### src/rtl/jogador_pkg.sv
// Shared definitions for the automatic memory-game player: state codes,
// the fixed 16-entry jogada sequence and the error-injection rotate.
package jogador_pkg;

  // State codes are visible on db_estado, so the encoding is fixed.
  typedef enum logic [3:0] {
    INICIAL     = 4'd0,
    PREPARA     = 4'd1,
    PRESSIONA   = 4'd2,
    SOLTA       = 4'd3,
    PROXIMA     = 4'd4,
    FIM_GANHOU  = 4'd5,
    FIM_PERDEU  = 4'd6,
    FIM_TIMEOUT = 4'd7
  } estado_t;

  // Jogada sequence; must match the game datapath's memory image.
  localparam logic [3:0] JOGADA_0  = 4'b0001;
  localparam logic [3:0] JOGADA_1  = 4'b0010;
  localparam logic [3:0] JOGADA_2  = 4'b0100;
  localparam logic [3:0] JOGADA_3  = 4'b1000;
  localparam logic [3:0] JOGADA_4  = 4'b0100;
  localparam logic [3:0] JOGADA_5  = 4'b0010;
  localparam logic [3:0] JOGADA_6  = 4'b0001;
  localparam logic [3:0] JOGADA_7  = 4'b0001;
  localparam logic [3:0] JOGADA_8  = 4'b0010;
  localparam logic [3:0] JOGADA_9  = 4'b0010;
  localparam logic [3:0] JOGADA_10 = 4'b0100;
  localparam logic [3:0] JOGADA_11 = 4'b0100;
  localparam logic [3:0] JOGADA_12 = 4'b1000;
  localparam logic [3:0] JOGADA_13 = 4'b1000;
  localparam logic [3:0] JOGADA_14 = 4'b0001;
  localparam logic [3:0] JOGADA_15 = 4'b0100;

  // Rotate left by one: keeps the press one-hot but always wrong.
  function automatic logic [3:0] rotl4(input logic [3:0] b);
    return {b[2:0], b[3]};
  endfunction

endpackage

### src/rtl/rom_jogadas_16x4.sv
// Combinational 16x4 sequence ROM holding the reference jogada list.
module rom_jogadas_16x4
  import jogador_pkg::*;
(
  input  logic [3:0] addr,
  output logic [3:0] dado
);

  // Pure table lookup, no state.
  always_comb begin
    dado = JOGADA_0;
    case (addr)
      4'd0:  dado = JOGADA_0;
      4'd1:  dado = JOGADA_1;
      4'd2:  dado = JOGADA_2;
      4'd3:  dado = JOGADA_3;
      4'd4:  dado = JOGADA_4;
      4'd5:  dado = JOGADA_5;
      4'd6:  dado = JOGADA_6;
      4'd7:  dado = JOGADA_7;
      4'd8:  dado = JOGADA_8;
      4'd9:  dado = JOGADA_9;
      4'd10: dado = JOGADA_10;
      4'd11: dado = JOGADA_11;
      4'd12: dado = JOGADA_12;
      4'd13: dado = JOGADA_13;
      4'd14: dado = JOGADA_14;
      4'd15: dado = JOGADA_15;
      default: dado = JOGADA_0;
    endcase
  end

endmodule

### src/rtl/jogador_automatico.sv
// Automatic player: replays the jogada sequence round by round on botoes,
// stopping on the game's ganhou/perdeu flags or after the 16th round.
module jogador_automatico
  import jogador_pkg::*;
#(
  parameter int PRESS_CYCLES     = 3,
  parameter int GAP_CYCLES       = 2,
  parameter int ROUND_GAP_CYCLES = 5,
  parameter int ERRO_RODADA      = 0,
  parameter int TIMER_W          = 16
) (
  input  logic       clock,
  input  logic       reset,
  input  logic       iniciar,
  input  logic       ganhou,
  input  logic       perdeu,
  output logic [3:0] botoes,
  output logic       ativo,
  output logic       fim,
  output logic       venceu,
  output logic [3:0] db_estado,
  output logic [3:0] db_rodada,
  output logic [3:0] db_jogada
);

  localparam logic [TIMER_W-1:0] T_PRESS = TIMER_W'(PRESS_CYCLES);
  localparam logic [TIMER_W-1:0] T_GAP   = TIMER_W'(GAP_CYCLES);
  localparam logic [TIMER_W-1:0] T_RGAP  = TIMER_W'(ROUND_GAP_CYCLES);
  localparam logic [TIMER_W-1:0] T_ONE   = TIMER_W'(1);

  // Round index (rodada-1) whose last play gets corrupted, if enabled.
  localparam bit       ERR_EN    = (ERRO_RODADA >= 1) && (ERRO_RODADA <= 16);
  localparam int       ERR_IDX_I = ERR_EN ? (ERRO_RODADA - 1) : 0;
  localparam logic [3:0] ERR_IDX = ERR_IDX_I[3:0];

  estado_t            state_q, state_d;
  logic [3:0]         rodada_q, rodada_d;
  logic [3:0]         jogada_q, jogada_d;
  logic [TIMER_W-1:0] timer_q, timer_d;
  logic [3:0]         botoes_q, botoes_d;
  logic [3:0]         rom_dado;
  logic               erro;

  // ROM is addressed with the next jogada so botoes can be registered
  // in the same edge that enters PRESSIONA.
  rom_jogadas_16x4 u_rom (
    .addr (jogada_d),
    .dado (rom_dado)
  );

  // State, counter and timer registers with synchronous reset.
  always_ff @(posedge clock) begin
    if (reset) begin
      state_q  <= INICIAL;
      rodada_q <= '0;
      jogada_q <= '0;
      timer_q  <= '0;
      botoes_q <= '0;
    end else begin
      state_q  <= state_d;
      rodada_q <= rodada_d;
      jogada_q <= jogada_d;
      timer_q  <= timer_d;
      botoes_q <= botoes_d;
    end
  end

  // Next-state logic: timer loads on state entry and the state leaves on
  // the cycle it reads 1, giving exact durations.
  always_comb begin
    state_d  = state_q;
    rodada_d = rodada_q;
    jogada_d = jogada_q;
    timer_d  = timer_q;

    case (state_q)
      INICIAL: begin
        if (iniciar) begin
          state_d  = PREPARA;
          rodada_d = '0;
          jogada_d = '0;
          timer_d  = '0;
        end
      end
      PREPARA: begin
        state_d = PRESSIONA;
        timer_d = T_PRESS;
      end
      PRESSIONA: begin
        if (timer_q <= T_ONE) begin
          state_d = SOLTA;
          timer_d = (jogada_q == rodada_q) ? T_RGAP : T_GAP;
        end else begin
          timer_d = timer_q - T_ONE;
        end
      end
      SOLTA: begin
        if (timer_q <= T_ONE) begin
          state_d = PROXIMA;
          timer_d = '0;
        end else begin
          timer_d = timer_q - T_ONE;
        end
      end
      PROXIMA: begin
        if (jogada_q < rodada_q) begin
          jogada_d = jogada_q + 4'd1;
          state_d  = PRESSIONA;
          timer_d  = T_PRESS;
        end else if (rodada_q < 4'd15) begin
          rodada_d = rodada_q + 4'd1;
          jogada_d = '0;
          state_d  = PRESSIONA;
          timer_d  = T_PRESS;
        end else begin
          state_d = FIM_TIMEOUT;
          timer_d = '0;
        end
      end
      FIM_GANHOU, FIM_PERDEU, FIM_TIMEOUT: begin
        if (iniciar) begin
          state_d  = PREPARA;
          rodada_d = '0;
          jogada_d = '0;
          timer_d  = '0;
        end
      end
      default: begin
        state_d = INICIAL;
        timer_d = '0;
      end
    endcase

    // Game verdict overrides sequencing while a run is playing; a loss
    // wins over a simultaneous win. Counters freeze for debug visibility.
    if (state_q inside {PRESSIONA, SOLTA, PROXIMA}) begin
      if (perdeu) begin
        state_d  = FIM_PERDEU;
        rodada_d = rodada_q;
        jogada_d = jogada_q;
        timer_d  = '0;
      end else if (ganhou) begin
        state_d  = FIM_GANHOU;
        rodada_d = rodada_q;
        jogada_d = jogada_q;
        timer_d  = '0;
      end
    end
  end

  // Button value registered alongside the state it belongs to.
  always_comb begin
    erro     = ERR_EN && (rodada_d == ERR_IDX) && (jogada_d == rodada_d);
    botoes_d = '0;
    if (state_d == PRESSIONA)
      botoes_d = erro ? rotl4(rom_dado) : rom_dado;
  end

  assign botoes    = botoes_q;
  assign ativo     = state_q inside {PREPARA, PRESSIONA, SOLTA, PROXIMA};
  assign fim       = state_q inside {FIM_GANHOU, FIM_PERDEU, FIM_TIMEOUT};
  assign venceu    = (state_q == FIM_GANHOU);
  assign db_estado = state_q;
  assign db_rodada = rodada_q;
  assign db_jogada = jogada_q;

endmodule

### config.mk
export PLATFORM = sky130hd
export DESIGN_NAME = jogador_automatico
export DESIGN_NICKNAME = d
export VERILOG_FILES = /design/src/rtl/jogador_pkg.sv /design/src/rtl/rom_jogadas_16x4.sv /design/src/rtl/jogador_automatico.sv
export SDC_FILE = /design/constraint.sdc
export NUM_CORES = 1
export LEC_CHECK = 0
export CORE_ASPECT_RATIO = 1.25
export CORE_MARGIN = 2
export CORE_UTILIZATION = 50
export DETAILED_ROUTE_END_ITERATION = 16
export HOLD_SLACK_MARGIN = 0.05
export MAX_ROUTING_LAYER = met4
export PLACE_DENSITY_LB_ADDON = 0.1
export SETUP_SLACK_MARGIN = 0.1
export SYNTH_ARGS = -nofsm -noshare
export SYNTH_HDL_FRONTEND = slang
export SYNTH_SLANG_ARGS = --single-unit
### constraint.sdc
create_clock -name clock -period 2.6 [get_ports clock]
set_input_delay 0.39 -clock clock [delete_from_list [all_inputs] [get_ports clock]]
set_output_delay 0.39 -clock clock [all_outputs]
set_load 0.02 [all_outputs]
== Yosys cells after proc, flatten, opt, wreduce, memory -nomap -nowiden ==
Memories as Yosys holds them, arrays and structs flattened. A register that Yosys moved wholly into a read port is not among the register bits.
Cells that the tools add are included.
Storage, ports and cells
  register bits: 28
  ROM bits: 64
  output and inout port bits: 19
  logic and storage cells: 63
  memories kept: 1
Cells by class
  add/subtract/negate cells: 3
  order comparisons: 3
  equality and inequality tests: 11
  multiplexer cells: 33
  bitwise operators: 1
  reduce and logical (&&, ||, !) cells: 7
Memory list
  (no name shown): depth 16, bits a word 4, read ports 1, clocked after Yosys merged registers in 1, wr ports 0, RTL line rom_jogadas_16x4.sv:12  | case (addr)
Operators by type and width (count)
  16-bit two-way mux: 6
  16-bit one-hot mux with 5 select lines: 1
  4-bit two-way mux: 18
  4-bit one-hot mux with 5 select lines: 1
  4-bit by 3-bit equality test with 1-bit output (second input constant): 4
  16-bit by 1-bit <= comparator with 1-bit output (second input constant): 1
  4-bit one-hot mux with 2 select lines: 2
  16-bit by 1-bit subtractor with 16-bit output (second input constant): 1
  4-bit by 2-bit equality test with 1-bit output (second input constant): 3
  3-bit two-way mux: 3
  4-bit by 1-bit adder with 4-bit output (second input constant): 2
  3-bit nonzero test: 2
  4-bit by 1-bit equality test with 1-bit output (second input constant): 1
  4-bit equality test: 1
  4-bit logical NOT: 1
  4-bit < comparator: 1
  4-bit < comparator (second input constant): 1
  2-bit two-way mux: 2
  2-bit inequality test (second input constant): 2
  4-bit nonzero test: 1
  4-bit OR reduction: 1
  2-bit AND reduction: 1
  2-bit OR reduction: 1
  1-bit NOT: 1

== Longest topological paths before layout ==
Gate-level depths: netlist of run 1.
  word-level depth: 10
  gate-level depth with buffers: 10

== Cells and area by module ==
Synthesis of run 1 repeated with hierarchy kept, for this count alone.
Second synthesis, totals
  cells, all modules: 263
  area total of the unflattened synthesis: 2058.2 sq um
By module, submodules not included
  jogador_automatico: times used 1, cells each 251, area an instance 1978.1 sq um
  rom_jogadas_16x4: times used 1, cells each 12, area an instance 80.1 sq um

== Least setup slack after synthesis of run 1 ==
OpenSTA, ideal clock, no wires.
  path type: flip-flop to flip-flop
  from: register timer_q[6]
  to: register timer_q[9]
  arrival: 2.380 ns
  data required time: 2.472 ns
  path slack: 0.092 ns
  cell stages (with the launch flop): 10
  path buffers: 2
  cell sequence: dfxtp_1 > or3_1 > or4_4 > or4_4 > buf_6 > and2_4 > buf_6 > a21o_1 > a21oi_1 > nor2_1
Between the ends
  word-level cells in the longest chain between the ends: 6
  elaborated cells on any way between the ends: 8
Ends and longest elaborated chain
  start, declared: RTL line jogador_automatico.sv:39  | logic [TIMER_W-1:0] timer_q, timer_d;
  start signal, assigned: RTL line jogador_automatico.sv:63  | timer_q <= timer_d;
  16-bit by 1-bit subtractor with 16-bit output / 16-bit by 1-bit <= comparator with 1-bit output (equally long branches)
  16-bit two-way mux (on tied branches): RTL line jogador_automatico.sv:98, jogador_automatico.sv:90
  16-bit one-hot mux with 5 select lines (*): RTL line jogador_automatico.sv:76  | case (state_q)
  16-bit two-way mux: RTL line jogador_automatico.sv:142  | end else if (ganhou) begin
  16-bit two-way mux: RTL line jogador_automatico.sv:137  | if (perdeu) begin
  16-bit two-way mux (*): RTL line jogador_automatico.sv:136  | if (state_q inside {PRESSIONA, SOLTA, PROXIMA}) begin
Mark *: on every way between the ends. The rest lies on a longest branch, timed or not.
A chain may end at the register's enable or synchronous reset.

== Worst setup path in the final report of run 1 ==
  from: register timer_q[7]
  to: register state_q[0] (netlist: db_estado[0])
Between the ends
  word-level cells in the longest chain between the ends: 6
  elaborated cells on any way between the ends: 7
Ends and longest elaborated chain
  16-bit by 1-bit <= comparator with 1-bit output (*): RTL line jogador_automatico.sv:90, jogador_automatico.sv:98
  4-bit two-way mux (on tied branches): RTL line jogador_automatico.sv:98, jogador_automatico.sv:90
  4-bit one-hot mux with 5 select lines (*): RTL line jogador_automatico.sv:76
  4-bit two-way mux: RTL line jogador_automatico.sv:142
  4-bit two-way mux: RTL line jogador_automatico.sv:137
  4-bit two-way mux (*): RTL line jogador_automatico.sv:136
  end signal, assigned: RTL line jogador_automatico.sv:60  | state_q <= state_d;
  end, declared: RTL line jogador_automatico.sv:36  | estado_t state_q, state_d;
Marks and branches as above.

==> results of run 1 <==
[metal layers]
layer	routed length (um)	vias to the layer above	GRT usage (%)	share of wire [%]
li1	-	1081	-	-
met1	2100	961	25.0	41
met2	2780	36	43.5	54
met4	111	0	11.1	2.2
met5	0	-	-	0
met3	170	10	4.07	3.3
[path summary, 6_finish.rpt]
kind	start	end	slack, ns	depth (start not counted)
setup reg to reg	timer_q[7]	db_estado[0]	0.17	7
setup / recovery	timer_q[7]	db_estado[0]	0.17	7
hold reg to reg	timer_q[15]	timer_q[15]	0.49	1
hold / removal	timer_q[15]	timer_q[15]	0.49	1
[what timing repair did]
item                                    in CTS  in global routing
pin swaps                                    4                  6
buffers inserted                             2                  2
gates resized for setup                      4                 10
endpoints found under the hold margin        0                  0
endpoints found under the setup margin      12                 15
[state kept, by name, summed over array words and instances (netlist names)]
register and count:
db_jogada 4, botoes 4, db_rodada 4, db_estado 4
timer_q 16
[placed cells by master (no fill, tap or decap), types with 7 or more instances in the layout]
| cell | n |
|---|---|
| o21ai_0 | 21 |
| nand2_1 | 18 |
| nand3_1 | 9 |
| nor2_1 | 42 |
| or3_1 | 7 |
| clkdlybuf4s50_1 | 23 |
| dfxtp_1 | 28 |
| a21oi_1 | 25 |
| ha_1 | 8 |
| buf_4 | 22 |
| nor3_1 | 9 |
| inv_1 | 10 |
[area by class of cell]
type,count,area (um2),share of cell area (%)
Clock buffer,6,82.6,3.16
Clock inverter,2,10.0,0.383
Inverter,10,37.5,1.44
Multi-Input combinational cell,222,1350,51.6
Sequential cell,32,646,24.7
Tap cell,56,70.1,2.68
Timing Repair Buffer,47,418,16.0
[power by group]
part / switching, uW / internal [uW] / leakage (uW) / total [uW]
clock network: 190 / 211 / 0.0000510 / 401
logic: 80.1 / 63.8 / 0.000690 / 144
registers: 7.58 / 495 / 0.000260 / 503
total: 278 / 770 / 0.00100 / 1050
[kinds of logic (layout without fill, tap and decap cells)]
group,Yosys count,count (layout),share of synthesized area (%)
flip-flops,32,32,31.2
adder cells (fa/ha/maj),8,8,4.88
AO/OA/AOI/OAI,83,83,24.8
multiplexers,4,4,2.01
other,1,1,0.183
AND/OR/NAND/NOR,123,123,30.6
XOR/XNOR,3,3,1.28
buffers and inverters,22,65,4.94
[stage by stage]
step	hold WS [ns]	worst slack [ns]
CTS	0.491	0.0922
floorplan	0.441	0.0994
global placement	0.462	0.0707
detailed placement	0.480	0.0117
global route	0.506	0.0826
finish	0.489	0.170
==> key figures, run 1 <==
Outcome
  • Status: completed

Clock tree
  • Clock Tree Root: clkbuf_8
  • CTS clock-pin slew for the worst setup and hold paths: roughly 0.07 ns
  • Clock latency on the worst-skew pair: 0.29 ns
  • CTS Sinks: 32
  • CTS Hold Buffers Added: 0
  • CTS max path bufs: 2
  • Num CTS Buffers: 5
  • H-tree depth: 2
  • CTS tree: done

Synth
  • Post-synth ARST share: 0%
  • Synth Net Count: slightly below 300
  • Post-Synthesis Cells: roughly 280
  • Synthesized cell area: 2050 um2
  • Post-synthesis sequential area ratio: between 30% and 40%
  • Top_reg_cell synth: dfxtp_1
  • Area contributors post-synth: dfxtp_1, nor2_1, a21oi_1
  • Count of cell types in the netlist: 48
  • Top-count cell post-synth: nor2_1
  • Number of synthesized flops with an enable pin: 0
  • Synth warnings: 0
  • Synth top cells by count: nor2_1, dfxtp_1, a21oi_1
  • Mean Syn Cell Area: 7.43 um2
  • #FFs+latches synth: 32
  • Top-area cell type share of the netlist area: 31.2%
  • Top cell type by total area after synthesis: dfxtp_1

Pwr
  • Pwr/cell area: approximately 400 nW/um2
  • Max IR drop VDD: 0.248 mV
  • Total power: between 1000 and 1500 uW
  • P_leak: approximately 0.001 uW

Floorplanning
  • IO Pins: 24
  • Core Box Area: 4000 um2
  • Site row count: 26
  • Die Height: 75.6 um
  • Die ar.: 4630 um2
  • Die Span X: 61.3 um
  • Initial Util: 51.3%

STA
  • Max_slew headroom: 61.6%
  • Max Slew Vio Count: 0
  • Max Freq: 412 MHz
  • Pin slew with the least headroom to its limit: 0.571 ns
  • Fin. Hold Viols: 0
  • Setup TNS: 0 ns
  • Post-route minimum period: 2.43 ns
  • RSZ-0062 raised after global routing: yes
  • Post-Route Skew: 0.00712 ns
  • Fin crit share: between 90% and 100%
  • # setup viols final: 0

Setup path
  • Slowest-stage cell, CP: or4_4
  • Worst-path fanout max: 5
  • Crit path capture type: flop
  • WS Path Type: reg2reg
  • Critical path's largest stage delay: between 0.5 and 0.6 ns
  • Worst Path Buf+Inv: 1
  • Arrival time at the worst endpoint: 2.66 ns
  • Most frequent CP cell: or4_4
  • Worst Setup Start Kind: flop
  • CP cell instances: or3_4 -> or4_4 -> or4_4 -> xor2_2 -> o31a_1 -> buf_4 -> nor2_2
  • CP required: approximately 2.8 ns
  • CP delay by family, top: simple AND/OR/NAND/NOR gates

Detailed routing
  • Pre-antenna DRT Iters: 4
  • Vias per inst: around 5.6
  • Initial drt markers: between 100 and 150
  • DRT antenna net count: 0
  • Vias: 2088
  • DRC viols: 0
  • Average wire per standard cell: between 10 and 15 um
  • WL final: 5.16 mm

Cells and area
  • Layout Nets: 331
  • Post-route cell area: between 2000 and 3000 um2
  • Number of inserted diodes: 0
  • Non-filler cells, final: 375
  • Area Overhead vs Synth: 27.3%
  • Finished Core Util: 65.3%
  • Share of cells above drive strength 1: 16.3%
  • # fillers: 368

Global routing
  • Congestion Overflow GR: 0
  • Vias in the first global route: approximately 1900
  • Largest net degree at the start of global routing: 18
  • Initial antenna violation count: 0
  • First-pass GRT wire length: 8.02 mm
  • GRT Util Overall: around 24%

Placed design
  • Final Wtd Congestion: 0.879
  • DP Cell Count: about 360
  • Port buffer count: 23
  • HPWL Detailed: 3.87 mm
  • DP Area: 2440 um2

Hold path
  • Hold WC Path Type: reg2reg

Flow run
  • Max-cap violations: 0
Note: power is estimated with default switching activity, not from simulation.
==> run 2: changes to the inputs <==
--- a/config.mk
+++ b/config.mk
@@ -9,6 +9,7 @@
 export CORE_MARGIN = 2
 export CORE_UTILIZATION = 50
 export DETAILED_ROUTE_END_ITERATION = 16
+export GPL_TIMING_DRIVEN = 1
 export HOLD_SLACK_MARGIN = 0.05
 export MAX_ROUTING_LAYER = met4
 export PLACE_DENSITY_LB_ADDON = 0.1
==> results of run 2 <==
Final layout, timing and power as in run 1 (identical DEF).
==> run 3: changes to the inputs <==
--- a/config.mk
+++ b/config.mk
@@ -8,6 +8,7 @@
 export CORE_ASPECT_RATIO = 1.25
 export CORE_MARGIN = 2
 export CORE_UTILIZATION = 50
+export CTS_CLUSTER_DIAMETER = 200
 export DETAILED_ROUTE_END_ITERATION = 16
 export GPL_TIMING_DRIVEN = 1
 export HOLD_SLACK_MARGIN = 0.05
==> constraint.sdc (replaced) <==
create_clock -name clock -period 2.4 [get_ports clock]
set_input_delay 0.36 -clock clock [delete_from_list [all_inputs] [get_ports clock]]
set_output_delay 0.36 -clock clock [all_outputs]
set_load 0.02 [all_outputs]
==> run 3 against run 2 <==
The run now ends with negative setup slack left. Clock-buffer cell count stayed put. Largest power group unchanged. Highest routed layer unchanged. Fmax is 0.64% lower. Clock skew is 0.0026 ns lower. Combinational power is 11% higher. Global-route usage is 1.4 points higher. Critical path type unchanged.
==> key figures, run 3 (synthesized netlist as in run 1, its figures left out) <==
Outcome
  • Status: complete, but fails checks
  • Failing checks: negative setup slack

Cells and area
  • Biggest register: timer_q
  • Share of cells above drive strength 1: 16.8% (+0.47 points)
  • Non-filler cells, final: 384 (+2.4%)
  • Max reg flops: 16 (unchanged)
  • Number of inserted diodes: 0 (unchanged)
  • Area Overhead vs Synth: 30.4%
  • Commonest non-fill, non-tap cells in the layout: nor2_1, buf_4, dfxtp_1
  • Layout Nets: 340 (+2.7%)
  • Commonest non-fill, non-tap cell in the layout: nor2_1

Clock tree
  • Num CTS Buffers: 5 (unchanged)
  • Clock latency on the worst-skew pair: 0.29 ns (about the same)
  • CTS clock-pin slew for the worst setup and hold paths: 0.07 ns (about the same)
  • CTS Hold Buffers Added: 0 (unchanged)
  • CTS Sinks: 32 (unchanged)
  • CTS tree: done
  • CTS max path bufs: 2 (unchanged)
  • H-tree depth: 2 (unchanged)
  • Clock Tree Root: clkbuf_8

Setup path
  • R2R Setup Slk: -0.05 ns (-0.22 ns)
  • Arrival time at the worst endpoint: 2.67 ns (about the same)
  • Worst-path fanout max: 5 (unchanged)
  • RR Startpoint: timer_q[8]
  • FF-to-FF path depth: 7 (unchanged)
  • CP required: 2.62 ns (-0.21 ns)
  • WS Path Type: reg2reg
  • FF-to-FF End: botoes[1]
  • Worst Setup Start Kind: flop
  • Crit path capture type: flop

Global routing
  • First-pass GRT wire length: 8.71 mm (+8.6%)
  • Initial antenna violation count: 0 (unchanged)
  • Congestion Overflow GR: 0 (unchanged)
  • GRT Util Overall: 25.5% (+1.4 points)
  • Vias in the first global route: 2005 (+8.3%)
  • Largest net degree at the start of global routing: 18 (unchanged)

Placed design
  • Final Wtd Congestion: 0.922 (+4.9%)
  • HPWL Detailed: 3.94 mm (+1.9%)
  • Port buffer count: 23 (unchanged)
  • DP Cell Count: 375 (+3.3%)

Pwr
  • Max IR drop VDD: 0.277 mV (+12%)
  • P_leak: 0.00105 uW (+5.0%)
  • Pwr/cell area: 458 nW/um2 (+14%)

Floorplanning
  • Site row count: 26 (unchanged)
  • Core Box Area: 4000 um2 (unchanged)
  • Die Height: 75.6 um (unchanged)
  • Initial Util: 51.3% (unchanged)
  • IO Pins: 24 (unchanged)
  • Die Span X: 61.3 um (unchanged)
  • Die ar.: 4630 um2 (unchanged)

STA
  • Max Slew Vio Count: 0 (unchanged)
  • WHS: 0.476 ns (-0.0129 ns)
  • Worst setup margin: -0.0457 ns (-0.216 ns)
  • Fin crit share: 102% (+8.4 points)
  • Post-route minimum period: 2.45 ns (+0.0156 ns)
  • # setup viols final: 5 (+5)
  • Fin. Hold Viols: 0 (unchanged)
  • Max Freq: 409 MHz (-0.64%)
  • Post-Route Skew: 0.00450 ns (-0.00261 ns)
  • Setup TNS: -0.121 ns (-0.121 ns)
  • RSZ-0062 raised after global routing: yes

Detailed routing
  • WL final: 5.37 mm (+4.0%)
  • DRT antenna net count: 0 (unchanged)
  • DRC viols: 0 (unchanged)
  • Pre-antenna DRT Iters: 4 (unchanged)
  • Initial drt markers: 97 (-23%)
  • Vias: 2189 (+4.8%)
  • Vias per inst: 5.70 (+2.4%)
  • Average wire per standard cell: 14.0 um (+1.6%)

Hold path
  • Hold Crit Endpoint: timer_q[15]
  • Hold depth: 1 (unchanged)
  • Hold WC Path Type: reg2reg
  • Min-Delay Startpoint: timer_q[15]

Flow run
  • Max-cap violations: 0 (unchanged)
-- run 3: through the flow --
| stage | area [um2] | setup WS (ns) | power [uW] | utilization [%] |
|---|---|---|---|---|
| final | 2670 | -0.0457 | 1220 | 66.8 |
| after floorplan | 2060 | -0.100 | 649 | - |
| after CTS | 2640 | -0.0913 | 1220 | 66.0 |
| after global placement | 2530 | -0.0401 | 709 | 63.2 |
| after detailed placement | 2530 | -0.103 | 711 | 63.2 |
| after global routing | 2670 | -0.149 | 1260 | 66.8 |
-- run 3: power by group --
part           leakage [uW]  total, uW  internal, uW  switching [uW]
registers          0.000259        545           536            8.73
clock network     0.0000552        519           308             211
logic              0.000737        160          71.2            88.3
total               0.00105       1220           916             308
-- run 3: timing repair --
action                     CTS  global route
pin swaps                    4             7
resized for setup            3             6
setup endpoints to repair   22            22
buffers inserted             0             1
-- run 3: per-layer routing --
metal  track usage (%)  share of wire (%)  up-vias  wire [um]
met2              46.2                 53       50       2870
met5                 -                  0        -          0
met4              11.8                2.9        0        158
li1                  -                  -     1095          -
met3              4.07                3.4       17        180
met1              26.4                 40     1027       2160
-- run 3: how the worst max path moves through the flow --
stage	from	end	slack, ns	cells past startpoint
finish	timer_q[8]	botoes[1]	-0.05	7
global route	timer_q[8]	botoes[1]	-0.15	7
CTS	timer_q[8]	botoes[1]	-0.09	7
detailed placement	timer_q[8]	timer_q[3]	-0.10	8
global placement	timer_q[8]	botoes[1]	-0.04	7
floorplan	timer_q[8]	timer_q[9]	-0.10	9
-- run 3: area by class of cell --
class | instances | area, um2
timing repair buffer | 56 | 482
multi-input combinational | 222 | 1330
clock buffer | 6 | 72.6
fill | 350 | 1330
sequential | 32 | 643
clock inverter | 2 | 35.0
tap | 56 | 70.1
inverter | 10 | 37.5
-- run 3: critical path, cell delays in order, from the launching register on --
cell and delay, ns:
dfxtp_1 0.31, or3_4 0.38, or4_4 0.43, or4_4 0.54
xor2_1 0.19, o31a_1 0.22, nand4_4 0.13, nor3_2 0.17
